[src/rtl/fir_interp_dac_if.sv]
// Sample-in / DAC-out bundle for the 4x interpolating FIR.
// The master drives samples and ticks; the slave (the filter) drives ready and the outputs.
interface fir_interp_dac_if #(
  parameter int WIDTH = 14
);
  logic signed [WIDTH-1:0] s_data;
  logic                    s_valid;
  logic                    s_ready;
  logic                    tick;
  logic signed [WIDTH-1:0] dac_data;
  logic                    dac_valid;
  logic                    underrun;
  logic                    tick_err;

  modport master (
    output s_data, s_valid, tick,
    input  s_ready, dac_data, dac_valid, underrun, tick_err
  );

  modport slave (
    input  s_data, s_valid, tick,
    output s_ready, dac_data, dac_valid, underrun, tick_err
  );
endinterface

[src/rtl/fir_interp_dac.sv]
// 4x interpolating polyphase FIR (16 taps) with one shared multiplier.
// Each accepted DAC tick runs 4 MAC cycles and one output cycle.
module fir_interp_dac #(
  parameter int WIDTH     = 14,
  parameter int ACC_SHIFT = 13
) (
  input  logic             clk,
  input  logic             n_rst,
  fir_interp_dac_if.slave  bus
);

  localparam int AW = WIDTH + 18;
  localparam int PW = WIDTH + 16;

  localparam logic signed [15:0] COEF [16] = '{
    16'sd311,  16'sd469,  16'sd917,  16'sd1582,
    16'sd2352, 16'sd3091, 16'sd3671, 16'sd3990,
    16'sd3990, 16'sd3671, 16'sd3091, 16'sd2352,
    16'sd1582, 16'sd917,  16'sd469,  16'sd311
  };

  localparam logic signed [AW-1:0] ROUND = AW'(64'd1 << (ACC_SHIFT - 1));
  localparam logic signed [AW-1:0] MAXV  = AW'((64'sd1 << (WIDTH - 1)) - 64'sd1);
  localparam logic signed [AW-1:0] MINV  = -MAXV - AW'(1);

  typedef enum logic [1:0] {IDLE, MAC, OUT} state_t;

  state_t                  state;
  logic [1:0]              p;
  logic [1:0]              k;
  logic signed [AW-1:0]    acc;
  logic signed [WIDTH-1:0] x [4];
  logic signed [WIDTH-1:0] hold;
  logic                    full;

  logic signed [15:0]      coef_sel;
  logic signed [WIDTH-1:0] x_sel;
  logic signed [PW-1:0]    prod;
  logic signed [AW-1:0]    prod_ext;
  logic signed [AW-1:0]    rounded;
  logic signed [AW-1:0]    shifted;
  logic signed [WIDTH-1:0] sat;

  assign bus.s_ready = n_rst && !full;

  // Tap index p+4k is simply {k,p} for L=4.
  always_comb begin
    coef_sel = COEF[{k, p}];
    x_sel    = x[k];
    prod     = coef_sel * x_sel;
    prod_ext = $signed({{(AW - PW){prod[PW-1]}}, prod});
    rounded  = acc + ROUND;
    shifted  = rounded >>> ACC_SHIFT;
    if (shifted > MAXV) begin
      sat = MAXV[WIDTH-1:0];
    end else if (shifted < MINV) begin
      sat = MINV[WIDTH-1:0];
    end else begin
      sat = shifted[WIDTH-1:0];
    end
  end

  always_ff @(posedge clk) begin
    if (!n_rst) begin
      state         <= IDLE;
      p             <= '0;
      k             <= '0;
      acc           <= '0;
      hold          <= '0;
      full          <= 1'b0;
      bus.dac_data  <= '0;
      bus.dac_valid <= 1'b0;
      bus.underrun  <= 1'b0;
      bus.tick_err  <= 1'b0;
      for (int unsigned i = 0; i < 4; i++) begin
        x[i] <= '0;
      end
    end else begin
      bus.dac_valid <= 1'b0;
      bus.underrun  <= 1'b0;
      bus.tick_err  <= 1'b0;

      // Acceptance and consumption never coincide: s_ready is low while full.
      if (bus.s_valid && bus.s_ready) begin
        hold <= bus.s_data;
        full <= 1'b1;
      end

      case (state)
        IDLE: begin
          if (bus.tick) begin
            if (p == 2'd0) begin
              x[3] <= x[2];
              x[2] <= x[1];
              x[1] <= x[0];
              if (full) begin
                x[0] <= hold;
                full <= 1'b0;
              end else begin
                x[0]         <= '0;
                bus.underrun <= 1'b1;
              end
            end
            acc   <= '0;
            k     <= '0;
            state <= MAC;
          end
        end
        MAC: begin
          acc <= acc + prod_ext;
          k   <= k + 2'd1;
          if (k == 2'd3) begin
            state <= OUT;
          end
          if (bus.tick) begin
            bus.tick_err <= 1'b1;
          end
        end
        OUT: begin
          bus.dac_data  <= sat;
          bus.dac_valid <= 1'b1;
          p             <= p + 2'd1;
          state         <= IDLE;
          if (bus.tick) begin
            bus.tick_err <= 1'b1;
          end
        end
        default: state <= IDLE;
      endcase
    end
  end

endmodule

[src/flat_wrapper.sv]
// flat-port wrapper written by rule: the top's interface ports become plain ports
module fir_interp_dac_flat 
#(
  parameter int WIDTH     = 14,
  parameter int ACC_SHIFT = 13
)
  (clk, n_rst, bus_s_data, bus_s_valid, bus_tick, bus_s_ready, bus_dac_data, bus_dac_valid, bus_underrun, bus_tick_err);
  fir_interp_dac_if #(.WIDTH(WIDTH)) bus_i ();
  input  logic clk;
  input  logic n_rst;
  input wire logic [$bits(bus_i.s_data)-1:0] bus_s_data;
  input wire logic [$bits(bus_i.s_valid)-1:0] bus_s_valid;
  input wire logic [$bits(bus_i.tick)-1:0] bus_tick;
  output wire logic [$bits(bus_i.s_ready)-1:0] bus_s_ready;
  output wire logic [$bits(bus_i.dac_data)-1:0] bus_dac_data;
  output wire logic [$bits(bus_i.dac_valid)-1:0] bus_dac_valid;
  output wire logic [$bits(bus_i.underrun)-1:0] bus_underrun;
  output wire logic [$bits(bus_i.tick_err)-1:0] bus_tick_err;
  assign bus_i.s_data = bus_s_data;
  assign bus_i.s_valid = bus_s_valid;
  assign bus_i.tick = bus_tick;
  assign bus_s_ready = bus_i.s_ready;
  assign bus_dac_data = bus_i.dac_data;
  assign bus_dac_valid = bus_i.dac_valid;
  assign bus_underrun = bus_i.underrun;
  assign bus_tick_err = bus_i.tick_err;
  fir_interp_dac #(.WIDTH(WIDTH), .ACC_SHIFT(ACC_SHIFT)) u_core (.clk(clk), .n_rst(n_rst), .bus(bus_i));
endmodule
[config.mk]
export PLATFORM = sky130hd
export DESIGN_NAME = fir_interp_dac_flat
export DESIGN_NICKNAME = d
export VERILOG_FILES = /design/src/rtl/fir_interp_dac_if.sv /design/src/rtl/fir_interp_dac.sv /design/src/flat_wrapper.sv
export SDC_FILE = /design/constraint.sdc
export NUM_CORES = 1
export LEC_CHECK = 0
export ABC_AREA = 1
export CAP_MARGIN = 20
export CORE_ASPECT_RATIO = 1.25
export CORE_UTILIZATION = 55
export CTS_CLUSTER_DIAMETER = 40
export DETAILED_ROUTE_END_ITERATION = 8
export PLACE_DENSITY = 0.78
export SLEW_MARGIN = 20
export SYNTH_ARGS = -nofsm -noshare
export SYNTH_HDL_FRONTEND = slang
export SYNTH_SLANG_ARGS = --single-unit
[constraint.sdc]
create_clock -name clk -period 10.8 [get_ports clk]
set_input_delay 1.62 -clock clk [delete_from_list [all_inputs] [get_ports clk]]
set_output_delay 1.62 -clock clk [all_outputs]
set_load 0.03 [all_outputs]
==> results.md <==
- Input/output buffers: 35
- Post-Synthesis Cell Area: 12900 sq um
- Die area: 24100 sq um
- Slew Viols, Final: 0
- Worst flop-to-flop path startpoint: u_core.p[1]
- CTS tree: yes
- Area added between synthesis and finish: 9.02%
- Critical path launch point type: flop
- Final worst path period need: 7340 ps
- Starting Density: 0.561
- Post-synth EDFFs: 56
- Crit path arrival time: 7640 ps
- Yosys cell types: 41
- Outcome: finished, final reports clean
- Iter 0 DRT Violations: 790
- Yosys synthesis warning count: 0
- Yosys top cell area share: 0.223
- CP Data Required Time: 11100 ps
- Clock latency at the later pin of the worst-skew pair: 440 ps
- Final worst path period share: 0.680
- Crit path max fanout: 8
- Overflow after GRT: 0
- # Post-CTS Setup Buffers: 0
- Post-synth top area cell: fa_1
- Max Fclk: 136 MHz
- Post-DP HPWL: 25800 microns
- Synthesized area per cell: 7.93 sq um
- Row Count: 62
- Largest net degree at the start of global routing: 47
- Final hold violations: 0
- Initial antenna violation count: 0
- Clk sinks: 128
- Clock root buffer: clkbuf_16
- Routed wire length: 32600 microns
- Vias in the first global route: 11100
- Worst Setup SP: u_core.p[1]
- Max-cap violation count: 0
- FFs w/ async S/R, synth: 0
- Vias: 10800
- Ys flop type: dfxtp_1
- Synth Instances: 1629
- Least-Margin Pin Slew: 861 ps
- Die width: 139 microns
- Overall routing resource usage: 0.288
- CTS Buf Count: 17
- Routability cong.: 0.970
- Worst hold path class: reg -> reg
- Via density: 5.52
- Worst-path clk slew: 70 ps
- Global-route wire length before repair: 54500 microns
- Final antenna-violating net count: 0
- Top cells by area, synth: fa_1, edfxtp_1, ha_1
- Final setup viols: 0
- Hold Crit Start: u_core.hold[3]
- PostCTS Resize Cnt: 0
- Setup TNS Final: 0 ps
- Yosys reg bits: 128
- Drt first pass iters: 5
- H-tree lvl count: 4
- DRC viols: 0
- Critical Path End Type: flop
- Core ar.: 23000 sq um
- Nets: 1935
- Clk buf depth: 2
- Drt wl/cell: 16.7 microns
- RSZ-0062 raised after global routing: false
- CTS Hold Bufs: 0
- Diode count: 0
- Commonest cells post-synth: inv_1, nand2_1, nor2_1
- Die Ht: 173 microns
- Register area share after synthesis: 0.242
- Max Clock Skew: 16.7 ps
- Critical Setup Path Class: reg -> reg
- # IOs: 36
- Share of cells above drive strength 1: 0.0464
- Syn_nets: 1917
- Cell with the most instances after synthesis: inv_1
- Rel. slew slack: 0.425
-- cell usage in the layout (no fill, tap or decap), drive strengths merged --
cell / instances
clkinv: 12
xor2: 11
xnor2: 5
and2: 1
clkinvlp: 1
o21ai: 101
o22ai: 1
fa: 144
clkdlybuf4s50: 35
or2: 7
nand3: 45
buf: 9
nand4: 15
o21bai: 4
a22oi: 1
edfxtp: 56
nor3: 10
o21a: 2
a21o: 1
a31o: 1
clkbuf: 17
a31oi: 2
a21oi: 140
dfxtp: 72
nor2: 234
inv: 328
nand3b: 4
ha: 126
nand2: 272
a32o: 1
a21boi: 2
-- flip-flops by register name, indices dropped and copies added, names as in the netlist, named ones only --
register	flops
u_core.bus.dac_data	14
u_core.bus.underrun	1
u_core.state	2
u_core.k	2
u_core.p	2
u_core.full	1
u_core.hold	14
u_core.x	56
u_core.acc	32
u_core.bus.tick_err	1
u_core.bus.dac_valid	1
-- layer usage --
layer | part of all wire | global-route usage
met5 | 0 | 0
met4 | 0.054 | 0.157
met3 | 0.060 | 0.0577
met2 | 0.49 | 0.494
met1 | 0.40 | 0.337
-- final timing paths --
path / endpoint / slack (ps) / cells after the start
setup / recovery: u_core.acc[21] / 3460 / 27
hold / removal: u_core.hold[3] / 460 / 2
setup reg to reg: u_core.acc[21] / 3460 / 27
hold reg to reg: u_core.hold[3] / 460 / 2
-- worst max-delay path, cell delays in order, from the launching register on --
cell     delay (ps)
dfxtp_1         460
inv_1           130
ha_1            330
nand2_1         140
nand2_1          90
o22ai_1         660
inv_1           400
nor2_1          260
fa_1            450
inv_1           130
fa_1            420
inv_1            90
fa_1            420
fa_1            530
fa_1            550
inv_1            60
fa_1            530
inv_1            40
ha_1            360
nand2_1         130
nor2_1          200
inv_1            80
nor2_1          210
nand4_1         140
nand3_1         130
a21oi_1          60
o21ai_0         100
a21oi_1          90
-- cell type report --
| type | instances | area, sq um |
|---|---|---|
| well taps | 288 | 360 |
| clock inverters | 15 | 163 |
| inverters | 326 | 1220 |
| flip-flops and latches | 128 | 3120 |
| clock buffers | 17 | 425 |
| repair buffers | 44 | 418 |
| fillers | 1956 | 8960 |
| multi-input cells | 1130 | 8370 |
-- per-stage QoR --
stage               area [sq um]  cells  worst slack [ps]   util  hold WS, ps
finish                     14100   1948              3460  0.611          460
floorplan                  12900   1629              4650      -          426
detailed placement         13500   1916              3700  0.586          449
CTS                        14100   1948              3590  0.611          463
global placement           13500   1916              3900  0.586          442
global route               14100   1948              3000  0.611          478
-- cells by family (layout without fill, tap and decap cells) --
family | Yosys count | after routing | share of synthesized area
adders and majority gates | 270 | 270 | 0.345
and+or+nand+nor | 588 | 588 | 0.186
buffers and inverters | 371 | 402 | 0.110
DFF | 128 | 128 | 0.242
AOI/OAI and AO/OA | 256 | 256 | 0.106
xor gates and xnor gates | 16 | 16 | 0.0109
Power is left out: the tool's default activity adds up to more than one toggle a clock period on the data nets, which glitch-free logic cannot reach.
